## src/rtl/seven_seg_pkg.sv

```systemverilog
// Shared seven-segment definitions: segment indices, glyph table and decoder.
// Used by both the display controller and the capture side so the two ends
// can never disagree on a glyph.
package seven_seg_pkg;

  // Segment bit positions within a cathode word (active-high, gfedcba).
  typedef enum int unsigned {
    SEG_A = 0,
    SEG_B = 1,
    SEG_C = 2,
    SEG_D = 3,
    SEG_E = 4,
    SEG_F = 5,
    SEG_G = 6
  } seg_idx_t;

  localparam int unsigned SEG_W        = 32'(SEG_G) + 1;
  localparam int unsigned NIBBLE_W     = 4;
  localparam int unsigned NUM_PATTERNS = 16;

  // Active-high glyph for each hex value, index = nibble.
  localparam logic [SEG_W-1:0] SEG_PATTERN [NUM_PATTERNS] = '{
    7'h3F, 7'h06, 7'h5B, 7'h4F, 7'h66, 7'h6D, 7'h7D, 7'h07,
    7'h7F, 7'h6F, 7'h77, 7'h7C, 7'h39, 7'h5E, 7'h79, 7'h71
  };

  // Classification of the (normalized) anode bus.
  typedef enum logic [1:0] {
    AN_IDLE  = 2'd0,
    AN_ONE   = 2'd1,
    AN_MULTI = 2'd2
  } anode_class_t;

  typedef struct packed {
    logic                legal;
    logic [NIBBLE_W-1:0] nibble;
  } seg_decode_t;

  // Reverse lookup of an active-high cathode pattern; legal=0 for non-glyphs.
  function automatic seg_decode_t seg_decode(input logic [SEG_W-1:0] pattern);
    seg_decode_t r;
    r.legal  = 1'b0;
    r.nibble = '0;
    for (int unsigned i = 0; i < NUM_PATTERNS; i++) begin
      if (pattern == SEG_PATTERN[i]) begin
        r.legal  = 1'b1;
        r.nibble = NIBBLE_W'(i);
      end
    end
    return r;
  endfunction

  // Forward lookup, used by the driving side of the bus.
  function automatic logic [SEG_W-1:0] seg_encode(input logic [NIBBLE_W-1:0] nibble);
    return SEG_PATTERN[nibble];
  endfunction

endpackage

```

## src/rtl/sync_2ff.sv

```systemverilog
// Two-flop synchronizer for a bus of quasi-static asynchronous lines.
// Resets to a caller-chosen idle level so no false edge appears after reset.
module sync_2ff #(
  parameter int unsigned      WIDTH     = 1,
  parameter logic [WIDTH-1:0] RESET_VAL = '0
) (
  input  logic             clk,
  input  logic             rst,
  input  logic [WIDTH-1:0] d_i,
  output logic [WIDTH-1:0] q_o
);

  logic [WIDTH-1:0] meta_q;
  logic [WIDTH-1:0] sync_q;

  // Two-stage capture chain.
  always_ff @(posedge clk or posedge rst) begin
    if (rst) begin
      meta_q <= RESET_VAL;
      sync_q <= RESET_VAL;
    end else begin
      meta_q <= d_i;
      sync_q <= meta_q;
    end
  end

  assign q_o = sync_q;

endmodule

```

## src/rtl/seven_seg_capture.sv

```systemverilog
// Receive-side decoder for a multiplexed seven-segment bus. Each one-hot
// digit strobe is sampled once after it has been stable for SETTLE_CYCLES,
// its glyph is decoded back to a nibble, and complete frames / illegal
// patterns are flagged.
module seven_seg_capture
  import seven_seg_pkg::*;
#(
  parameter int unsigned NUM_SEGMENTS  = 4,
  parameter int unsigned SETTLE_CYCLES = 16,
  parameter bit          ACTIVE_LOW    = 1'b1
) (
  input  logic                                   clk,
  input  logic                                   rst,
  input  logic [NUM_SEGMENTS-1:0]                anode,
  input  logic [SEG_W-1:0]                       cathode,
  input  logic                                   err_clr,
  output logic [NUM_SEGMENTS-1:0][NIBBLE_W-1:0]  digits,
  output logic [NUM_SEGMENTS-1:0]                digit_valid,
  output logic                                   frame_valid,
  output logic                                   decode_err
);

  localparam int unsigned CNT_W = $clog2(SETTLE_CYCLES);
  localparam logic [CNT_W-1:0] CNT_MAX = CNT_W'(SETTLE_CYCLES - 1);

  // Pin level of an undriven bus, so the synchronizers leave reset "idle".
  localparam logic [NUM_SEGMENTS-1:0] AN_IDLE_PIN  = ACTIVE_LOW ? {NUM_SEGMENTS{1'b1}} : '0;
  localparam logic [SEG_W-1:0]        CAT_IDLE_PIN = ACTIVE_LOW ? {SEG_W{1'b1}} : '0;

  // Synchronized pin-level bus and its active-high view.
  logic [NUM_SEGMENTS-1:0] anode_sync;
  logic [SEG_W-1:0]        cathode_sync;
  logic [NUM_SEGMENTS-1:0] an_n;
  logic [SEG_W-1:0]        cat_n;

  // Previous-cycle bus snapshot and settle tracking.
  logic [NUM_SEGMENTS-1:0] an_prev_q;
  logic [SEG_W-1:0]        cat_prev_q;
  logic [CNT_W-1:0]        cnt_q,     cnt_d;
  logic                    sampled_q, sampled_d;

  // Decode results and frame tracking.
  logic [NUM_SEGMENTS-1:0][NIBBLE_W-1:0] digits_q, digits_d;
  logic [NUM_SEGMENTS-1:0]               valid_q,  valid_d;
  logic [NUM_SEGMENTS-1:0]               seen_q,   seen_d;
  logic                                  frame_q,  frame_d;
  logic                                  err_q,    err_d;

  anode_class_t            an_class;
  seg_decode_t             dec;
  logic                    stable;
  logic                    sample;
  logic                    err_set;
  logic [NUM_SEGMENTS-1:0] seen_next;

  sync_2ff #(
    .WIDTH     (NUM_SEGMENTS),
    .RESET_VAL (AN_IDLE_PIN)
  ) u_sync_anode (
    .clk (clk),
    .rst (rst),
    .d_i (anode),
    .q_o (anode_sync)
  );

  sync_2ff #(
    .WIDTH     (SEG_W),
    .RESET_VAL (CAT_IDLE_PIN)
  ) u_sync_cathode (
    .clk (clk),
    .rst (rst),
    .d_i (cathode),
    .q_o (cathode_sync)
  );

  assign an_n  = ACTIVE_LOW ? ~anode_sync   : anode_sync;
  assign cat_n = ACTIVE_LOW ? ~cathode_sync : cathode_sync;

  // Classify the strobe: none (blanking), exactly one digit, or a bus fault.
  always_comb begin
    an_class = AN_IDLE;
    if (an_n != '0) begin
      an_class = ((an_n & (an_n - NUM_SEGMENTS'(1))) == '0) ? AN_ONE : AN_MULTI;
    end
  end

  // Settle counting, single-shot sampling, decode and frame/error bookkeeping.
  always_comb begin
    cnt_d     = cnt_q;
    sampled_d = sampled_q;
    digits_d  = digits_q;
    valid_d   = valid_q;
    seen_d    = seen_q;
    frame_d   = 1'b0;
    err_d     = err_q;
    err_set   = 1'b0;
    seen_next = seen_q;

    stable = (an_n == an_prev_q) && (cat_n == cat_prev_q);

    // Counter only advances on an unchanged one-hot strobe and saturates.
    if (stable && (an_class == AN_ONE)) begin
      if (cnt_q != CNT_MAX) begin
        cnt_d = cnt_q + CNT_W'(1);
      end
    end else begin
      cnt_d = '0;
    end

    // The snapshot being sampled is the one the counter qualified.
    sample = (cnt_q == CNT_MAX) && !sampled_q;
    dec    = seg_decode(cat_prev_q);

    if (sample) begin
      sampled_d = 1'b1;
      for (int unsigned i = 0; i < NUM_SEGMENTS; i++) begin
        if (an_prev_q[i]) begin
          if (dec.legal) begin
            digits_d[i]  = dec.nibble;
            valid_d[i]   = 1'b1;
            seen_next[i] = 1'b1;
          end else begin
            valid_d[i] = 1'b0;
          end
        end
      end
      if (!dec.legal) begin
        err_set = 1'b1;
      end
    end

    // A bus change re-arms sampling for the next strobe.
    if (!stable) begin
      sampled_d = 1'b0;
    end

    if (&seen_next) begin
      frame_d = 1'b1;
      seen_d  = '0;
    end else begin
      seen_d = seen_next;
    end

    if (an_class == AN_MULTI) begin
      err_set = 1'b1;
    end

    // A new error beats a coincident clear.
    if (err_set) begin
      err_d = 1'b1;
    end else if (err_clr) begin
      err_d = 1'b0;
    end
  end

  // State and output registers.
  always_ff @(posedge clk or posedge rst) begin
    if (rst) begin
      an_prev_q  <= '0;
      cat_prev_q <= '0;
      cnt_q      <= '0;
      sampled_q  <= 1'b0;
      digits_q   <= '0;
      valid_q    <= '0;
      seen_q     <= '0;
      frame_q    <= 1'b0;
      err_q      <= 1'b0;
    end else begin
      an_prev_q  <= an_n;
      cat_prev_q <= cat_n;
      cnt_q      <= cnt_d;
      sampled_q  <= sampled_d;
      digits_q   <= digits_d;
      valid_q    <= valid_d;
      seen_q     <= seen_d;
      frame_q    <= frame_d;
      err_q      <= err_d;
    end
  end

  assign digits      = digits_q;
  assign digit_valid = valid_q;
  assign frame_valid = frame_q;
  assign decode_err  = err_q;

endmodule

```

## config.mk

```make
export PLATFORM = sky130hd
export DESIGN_NAME = seven_seg_capture
export DESIGN_NICKNAME = d
export VERILOG_FILES = /design/src/rtl/seven_seg_pkg.sv /design/src/rtl/sync_2ff.sv /design/src/rtl/seven_seg_capture.sv
export SDC_FILE = /design/constraint.sdc
export NUM_CORES = 1
export LEC_CHECK = 0
export ABC_CLOCK_PERIOD_IN_PS = 1950
export CAP_MARGIN = 20
export CORE_MARGIN = 2
export CORE_UTILIZATION = 46
export DETAILED_ROUTE_END_ITERATION = 6
export GPL_ROUTABILITY_DRIVEN = 1
export PLACE_DENSITY = 0.73
export RECOVER_POWER = 100
export SETUP_SLACK_MARGIN = 0.4
export SLEW_MARGIN = 30
export SYNTH_ARGS = -nofsm -noshare
export SYNTH_HDL_FRONTEND = slang
export SYNTH_HIERARCHICAL = 1
export SYNTH_SLANG_ARGS = --single-unit
```

## constraint.sdc

```tcl
create_clock -name clk -period 1.95 [get_ports clk]
set_input_delay 0.2925 -clock clk [delete_from_list [all_inputs] [get_ports clk]]
set_output_delay 0.2925 -clock clk [all_outputs]
set_load 0.01 [all_outputs]
```

* Word-level counts from Yosys, hierarchy flattened
Cells that the tools add are included.
Word-level totals: register bits 64
Operators by class: add/subtract/negate cells 2, equal/unequal tests 24, muxes and demuxes 39, bitwise operators 3, reductions and logical operators 16
Operator list (count):
- $eq A7 B7 Y1 const B | 12
- $mux W5 | 16
- $mux W1 | 17
- $mux W4 | 4
- $eq A7 B3 Y1 const B | 2
- $eq A7 B6 Y1 const B | 2
- $reduce_and A3 Y1 | 4
- $reduce_and A2 Y1 | 4
- $eq A7 B7 Y1 | 1
- $not A7 Y7 | 1
- $add A4 B1 Y4 const B | 1
- $and A4 B4 Y4 | 1
- $eq A4 B4 Y1 | 1
- $eq A4 B4 Y1 const B | 1
- $logic_not A4 Y1 | 1
- $mux W2 | 2
- $ne A2 B1 Y1 const B | 2
- $ne A4 B4 Y1 const B | 1
- $not A4 Y4 | 1
- $reduce_and A4 Y1 | 1
- $reduce_bool A4 Y1 | 1
- $sub A4 B1 Y4 const B | 1
- $logic_and A1 B1 Y1 | 3
- $eq A2 B1 Y1 const B | 1
- other kinds (3) | 3

* Logic depth before layout (Yosys ltp)
Gate-level depths: netlist (run 1).
depth after elaboration 22, gate-level depth with buffers 7

* Hierarchy
The synthesis (run 1) kept the hierarchy.
By module, submodules not included:
- seven_seg_capture | times used 1, cells an instance 193, area an instance 2193.4 um^2
- sync_2ff (u_sync_cathode) | times used 1, cells an instance 15, area an instance 371.6 um^2
- sync_2ff (u_sync_anode) | times used 1, cells an instance 9, area an instance 214.0 um^2

* Least setup slack after synthesis (run 1)
No wires, ideal clock.
path type reg-to-reg, from register cat_prev_q[3], to register digits_q, in the netlist digits[12], data arrival time 1.858 ns, data required time 1.825 ns, path slack -0.033 ns, stages on the path, launching flop included 6, period minus slack after synthesis 1.983 ns, cell sequence dfrtp_1 or4_4 o22ai_2 nor3_4 a31oi_4 mux2_2
On the way: longest elaborated chain between the ends 18
RTL lines:
- start, declared | RTL line seven_seg_capture.sv:38 | logic [SEG_W-1:0] cat_prev_q;
- start signal, assigned | RTL line seven_seg_capture.sv:170 | cat_prev_q <= cat_n;
- $eq A7 B6 Y1 | RTL line seven_seg_pkg.sv:45 | if (pattern == SEG_PATTERN[i]) begin
- $mux W5 (15 in series) | RTL line seven_seg_pkg.sv:45
- $mux W5 (*) | RTL line seven_seg_pkg.sv:45
- $reduce_and A3 Y1 (no line)
- end signal, assigned | RTL line seven_seg_capture.sv:173 | digits_q <= digits_d;
- end, declared | RTL line seven_seg_capture.sv:43 | logic [NUM_SEGMENTS-1:0][NIBBLE_W-1:0] digits_q, digits_d;
Mark *: on every way between the ends. The rest lies on a longest branch, timed or not. A chain may end at the register's enable or synchronous reset.

* Final worst setup path (run 1)
from register cat_prev_q[4], to register seen_q[2]
On the way: longest elaborated chain between the ends 22
RTL lines:
- $eq A7 B6 Y1 | RTL line seven_seg_pkg.sv:45
- $mux W5 (15 in series) | RTL line seven_seg_pkg.sv:45
- $mux W5 (*) | RTL line seven_seg_pkg.sv:45
- $mux W1 | RTL line seven_seg_capture.sv:118 | if (dec.legal) begin
- $mux W1 | RTL line seven_seg_capture.sv:117 | if (an_prev_q[i]) begin
- $mux W4 (*) | RTL line seven_seg_capture.sv:114 | if (sample) begin
- $reduce_and A4 Y1 | RTL line seven_seg_capture.sv:137 | if (&seen_next) begin
- $mux W4 (*) | RTL line seven_seg_capture.sv:137
- named net seen_d[2] | RTL line seven_seg_capture.sv:45 | logic [NUM_SEGMENTS-1:0] seen_q, seen_d;
- end signal, assigned | RTL line seven_seg_capture.sv:175 | seen_q <= seen_d;
- end, declared | RTL line seven_seg_capture.sv:45
Mark *: on every way through the listed nets, which the timed path passes. The rest lies on a longest branch.

==> results_dict.tcl, run 1 <==
set metrics [dict create \
    sequentialPowerShare 0.501 \
    ios 36 \
    synth_top_family_by_area "compound AO/OA/AOI/OAI gates" \
    synth_area_mm2 0.00278 \
    seq_area_frac_synth 0.586 \
    switching_share 0.215 \
    outcome "complete, but fails checks" \
    antenna_cells 0 \
    fmax_mhz 463 \
    drc 0 \
    grt_use_total 0.185 \
    cp_slowest_cell "or4_4" \
    place_inst 351 \
    clkTransAtPathRegs_ns 0.06 \
    htreeDepth 3 \
    dp_slack_ns -0.182 \
    worstReg2RegStart "cat_prev_q[4]$_DFF_PP0_" \
    drtAntennaViolNets 0 \
    layout.nets 321 \
    crit_start "cat_prev_q[4]$_DFF_PP0_" \
    vdd_ir_drop_max_uv 572 \
    core_area_mm2 0.00589 \
    final_util 0.663 \
    power_frac_comb 0.078 \
    skew_ns 0.00550 \
    ys_ff_latch 64 \
    path_class "register to register" \
    syn_nets 232 \
    viasPerCell 5.05 \
    hold_path_class "register to register" \
    grt.overflow.total 0 \
    end_kind "register" \
    min_from "u_sync_cathode/meta_q[3]$_DFF_PP1_" \
    p_int_uw 2210 \
    final_hold_viol_count 0 \
    cap_violations 0 \
    async_reset_ff_frac 1.00 \
    synth_cell_types 52 \
    cts_tree "built" \
    synth_area_per_cell_um2 12.8 \
    total_power_uw 2820 \
    cts.path.max_buffers 2 \
    p_clk_frac 0.421 \
    crit_path_max_incr_delay_ns 0.58 \
    vias 1950 \
    arrival_ns 2.37 \
    start_kind "register" \
    grt_pass1_wl_um 9160 \
    power.leakage_uw 0.00174 \
    cts_buffers 9 \
    p_sw_uw 606 \
    finalNonFillerCells 386 \
    critical_path_required_ns 2.17 \
    period_share 1.11 \
    drt_first_pass_iters 4 \
    fin_ws_ns -0.208 \
    io_buffer_count 35 \
    clkSinkCount 64 \
    period_minus_slack_ns 2.16 \
    rsz0062_at_grt "yes" \
    die_area_mm2 0.00668 \
    synthAdderAreaFrac 0.00810 \
    tightest_slew_ns 1.04 \
    syn_to_final_growth_pct 40.5 \
    die_w_um 81.7 \
    synth-edff-count 0 \
    rows 28 \
    place_congestion 0.812 \
    violations "negative setup slack" \
    timing.final.setup_violations 20 \
    slew_headroom 0.304 \
    power.density_cell_area_mw_per_mm2 722 \
    initial_utilization 0.472 \
    holdBufCountCts 0 \
    grt_antenna_before_repair 0 \
    synth_ff_type "dfrtp_1" \
    worstPathMaxFanout 7 \
    root_buffer "clkbuf_8" \
    initialDrtViolationCount 81 \
    post-dp-hpwl_um 3650 \
    synthMuxAreaShare 0.0522 \
    grt_pass1_vias 2025 \
    synth_xor_xnor_area_share 0.0473 \
    fin_tns_setup_ns -3.07 \
    crit_chain "or4_4 > nor2_4 > o211ai_4 > a31oi_4 > o22ai_2 > o22a_1" \
    grt_max_degree 43 \
    routedWlPerCell_um 14.7 \
    ys.warnings.count 6 \
    synth-simple-area-share 0.129 \
    synthCells 217 \
    final_max_slew_viol_count 0 \
    synth_compound_area_frac 0.133 \
    drive_gt1_frac 0.402 \
    wl_um 5670 \
    die_y_um 81.7 \
    clk_latency_ns 0.33 \
]
-- layout make-up --
cell class                      instances  area [um^2]
Fill cell                             462         1980
Sequential cell                        64         1630
Clock inverter                          4         70.1
Timing Repair Buffer                   85          761
Inverter                               17         63.8
Multi-Input combinational cell        129         1150
Clock buffer                           12          135
Tap cell                               75         93.8
-- worst max-delay path, delay by kind of cell (launching register included) --
kind             cells  cell delay (ns)
AND/OR/NAND/NOR      2             0.71
flip-flops           1             0.41
AO/OA/AOI/OAI        4             0.91
-- cell usage in the layout, fill, tap and decap left out, types with 3 or more instances in the layout --
master           count
buf_4               39
dfrtp_1             38
dlygate4sd3_1       19
inv_1               17
clkdlybuf4s25_1     15
dfstp_2             15
xnor2_1             12
nor2_1              11
nand2_1             11
mux2_4              10
buf_6               10
clkbuf_8             9
dfstp_1              7
nand3_1              6
o21ai_1              6
a31oi_4              5
nand4b_1             4
nor3_1               4
a21o_1               4
dfrtp_2              4
o22ai_2              3
clkbuf_1             3
-- path summary, 6_finish.rpt --
path	slack (ns)	cells past startpoint	end
min	0.36	0	u_sync_cathode/q_o[3]$_DFF_PP1_
max reg2reg	-0.21	6	seen_q[2]$_DFF_PP0_
min in group asynchronous	0.62	2	u_sync_anode/meta_q[1]$_DFF_PP1_
max in group asynchronous	0.48	3	cat_prev_q[1]$_DFF_PP0_
min reg2reg	0.36	0	u_sync_cathode/q_o[3]$_DFF_PP1_
max	-0.21	6	seen_q[2]$_DFF_PP0_
-- kinds of logic (layout without fill, tap and decap cells) --
logic type	count (synthesis)	in the layout
flip-flops	64	64
AND/OR/NAND/NOR	59	59
AO/OA/AOI/OAI	40	40
buffers and inverters	24	118
XOR/XNOR	15	15
multiplexers	13	13
adder cells (fa/ha/maj)	2	2
-- power groups by stage --
stage	registers (uW)	clock network, uW	logic (uW)
after floorplan	1430	0	120
after global placement	1430	0	183
after detailed placement	1430	0	187
after CTS	1410	1210	210
after global routing	1420	1270	242
final	1410	1180	221
-- timing repair --
item / 4_1_cts / 5_1_grt
resized for setup: 23 / 41
endpoints found under the hold margin: 0 / 0
pin swaps: 16 / 13
setup endpoints to repair: 30 / 46
setup buffers: 12 / 7
-- Yosys cell counts (all sizes together), types with 2 or more instances --
cell type | count | area, um^2
dfrtp | 42 | 1050
or3 | 2 | 13.8
o22a | 4 | 37.5
nor4 | 2 | 12.5
a21o | 5 | 38.8
xnor2 | 13 | 114
a21oi | 3 | 18.8
xor2 | 2 | 17.5
nand3 | 7 | 35.0
nor2 | 12 | 47.6
o22ai | 6 | 56.3
o21ai | 10 | 50.1
nor3 | 6 | 41.3
or3b | 2 | 17.5
and2 | 2 | 12.5
dfstp | 22 | 578
nand4b | 4 | 35.0
o211ai | 3 | 36.3
mux2 | 12 | 135
buf | 6 | 45.0
a31oi | 6 | 104
inv | 17 | 63.8
nand2 | 11 | 41.3
nor3b | 3 | 33.8
-- metal layers --
layer | up-vias | routed length (um) | track usage
met4 | 0 | 67 | 0.102
met5 | - | 0 | 0
li1 | 946 | - | -
met2 | 42 | 2940 | 0.311
met3 | 9 | 195 | 0.0363
met1 | 953 | 2470 | 0.224
-- state kept, by name, summed over array words and instances (netlist names) --
register and flops:
digit_valid 4, u_sync_anode/q_o 4, digits 16, u_sync_cathode/meta_q 7, cnt_q 4, sampled_q 1, u_sync_anode/meta_q 4, frame_valid 1
an_prev_q 4, seen_q 4, decode_err 1, cat_prev_q 7, u_sync_cathode/q_o 7
-- metrics by stage --
stage,instance area (um^2),hold slack (ns)
finish,3900,0.355
global route,3900,0.365
CTS,3790,0.348
detailed placement,3400,0.347
global placement,3400,0.346
floorplan,2790,0.297
(Power assumes the default switching activity.)
==> run 2: changes to the inputs <==
Settings changed: RECOVER_POWER 100 to default.
==> results_dict.tcl, run 2 (synthesis gave the netlist of run 1 again) <==
set metrics [dict create \
    grt_most_used_layer "met2" \
    worstReg2RegStart "cat_prev_q[4]$_DFF_PP0_" \
    violations "negative setup slack" \
    min_to "u_sync_cathode/q_o[3]$_DFF_PP1_" \
    io_buffer_count 35 \
    drt_first_pass_iters 4 \
    skew_ns 0.00550 \
    switching_share 0.215 \
    die_y_um 81.7 \
    die_w_um 81.7 \
    drc 0 \
    viasPerCell 5.03 \
    holdPathStages 0 \
    grt.overflow.total 0 \
    initial_utilization 0.472 \
    tightest_slew_ns 0.562 \
    p_clk_frac 0.420 \
    r2r_slack_ns -0.21 \
    cts.path.max_buffers 2 \
    place_inst 351 \
    final_cell_mix "buf_4, dfrtp_1, dfstp_2" \
    crit_path_max_incr_delay_ns 0.58 \
    grt_use_met2 0.311 \
    drive_gt1_frac 0.424 \
    wl_um 5720 \
    grt_pass1_wl_um 9160 \
    cap_violations 0 \
    ios 36 \
    timing.final.setup_violations 20 \
    slew_headroom 0.619 \
    min_from "u_sync_cathode/meta_q[3]$_DFF_PP1_" \
    syn_to_final_growth_pct 41.9 \
    rsz0062_at_grt "yes" \
    r2r-end "seen_q[2]$_DFF_PP0_" \
    gr-usage-met3 0.0363 \
    antenna_cells 0 \
    dp_slack_ns -0.182 \
    critical_path_required_ns 2.17 \
    holdBufCountCts 0 \
    largest_reg_flops 16 \
    fmax_mhz 463 \
    final_hold_viol_count 0 \
    fin_area_mm2 0.00394 \
    whs_ns 0.355 \
    period_share 1.11 \
    vdd_ir_drop_max_uv 573 \
    path_class "register to register" \
    grt_max_degree 43 \
    final_common_cell "buf_4" \
    root_buffer "clkbuf_8" \
    p_int_uw 2220 \
    rows 28 \
    power_frac_comb 0.080 \
    use_met1 0.224 \
    crit_chain "or4_4 > nor2_4 > o211ai_4 > a31oi_4 > o22ai_2 > o22a_1" \
    hold_path_class "register to register" \
    clkTransAtPathRegs_ns 0.06 \
    post-dp-hpwl_um 3650 \
    final_max_slew_viol_count 0 \
    core_area_mm2 0.00589 \
    power.leakage_uw 0.00199 \
    post_dp_cell_area_mm2 0.00340 \
    fin_ws_ns -0.212 \
    finalNonFillerCells 386 \
    grt_use_total 0.185 \
    htreeDepth 3 \
    grt_antenna_before_repair 0 \
    arrival_ns 2.38 \
    period_minus_slack_ns 2.16 \
    drtAntennaViolNets 0 \
    die_area_mm2 0.00668 \
    vias 1943 \
    cts_buffers 9 \
    worstRegToRegCells 6 \
    place_congestion 0.812 \
    cts_tree "built" \
    start_kind "register" \
    layout.nets 321 \
    initialDrtViolationCount 69 \
    outcome "complete, but fails checks" \
    sequentialPowerShare 0.500 \
    grt_pass1_vias 2025 \
    power.density_cell_area_mw_per_mm2 717 \
    clkSinkCount 64 \
    clk_latency_ns 0.33 \
    worstPathMaxFanout 7 \
    routedWlPerCell_um 14.8 \
    p_sw_uw 608 \
    end_kind "register" \
    final_util 0.670 \
    cp_slowest_cell "or4_4" \
]
run 2: area by class of cell:
type                    count  area [um^2]
inverters                  17         63.8
multi-input cells         129         1150
well taps                  75         93.8
repair buffers             85          801
clock buffers              12          135
flip-flops and latches     64         1630
clock inverters             4         70.1
fillers                   458         1940
run 2: how the worst max path moves through the flow:
stage                                       start                endpoint  slack [ns]  depth (start not counted)
after CTS                 cat_prev_q[4]$_DFF_PP0_   digits[4]$_DFFE_PP0P_       -0.15                          5
after floorplan           cat_prev_q[4]$_DFF_PP0_  digits[12]$_DFFE_PP0P_       -0.02                          6
after global routing      cat_prev_q[3]$_DFF_PP0_     seen_q[2]$_DFF_PP0_       -0.27                          6
after global placement    cat_prev_q[3]$_DFF_PP0_   digits[5]$_DFFE_PP0P_       -0.15                          5
final                     cat_prev_q[4]$_DFF_PP0_     seen_q[2]$_DFF_PP0_       -0.21                          6
after detailed placement  cat_prev_q[3]$_DFF_PP0_   digits[4]$_DFFE_PP0P_       -0.18                          5
run 2: what timing repair did:
| item | 4_1_cts | 5_1_grt |
|---|---|---|
| pin swaps | 16 | 13 |
| cloned | 0 | 0 |
| resized for setup | 23 | 41 |
| setup buffers | 12 | 7 |
| endpoints found under the setup margin | 30 | 46 |
run 2: stage by stage:
step	total power, uW	setup TNS (ns)
after global routing	2940	-4.56
after global placement	1620	-2.00
after detailed placement	1620	-2.60
after floorplan	1550	-0.216
final	2830	-3.12
after CTS	2840	-2.24
run 2: metal layers:
metal	share of wire	vias up	routed length, um
met5	0	-	0
met2	0.51	40	2920
met1	0.44	948	2510
met4	0.016	0	90
li1	-	945	-
met3	0.037	10	209
run 2: power by group through the flow:
stage | logic (uW) | clock network [uW] | registers, uW
after floorplan | 120 | 0 | 1430
after global placement | 183 | 0 | 1430
after detailed placement | 187 | 0 | 1430
after CTS | 210 | 1210 | 1410
after global routing | 247 | 1270 | 1420
final | 227 | 1190 | 1410
run 2: worst max-delay path: cells and delay by family (launching register included):
kind	cells	cell delay [ns]
AOI/OAI and AO/OA	4	0.92
and+or+nand+nor	2	0.71
DFF	1	0.41
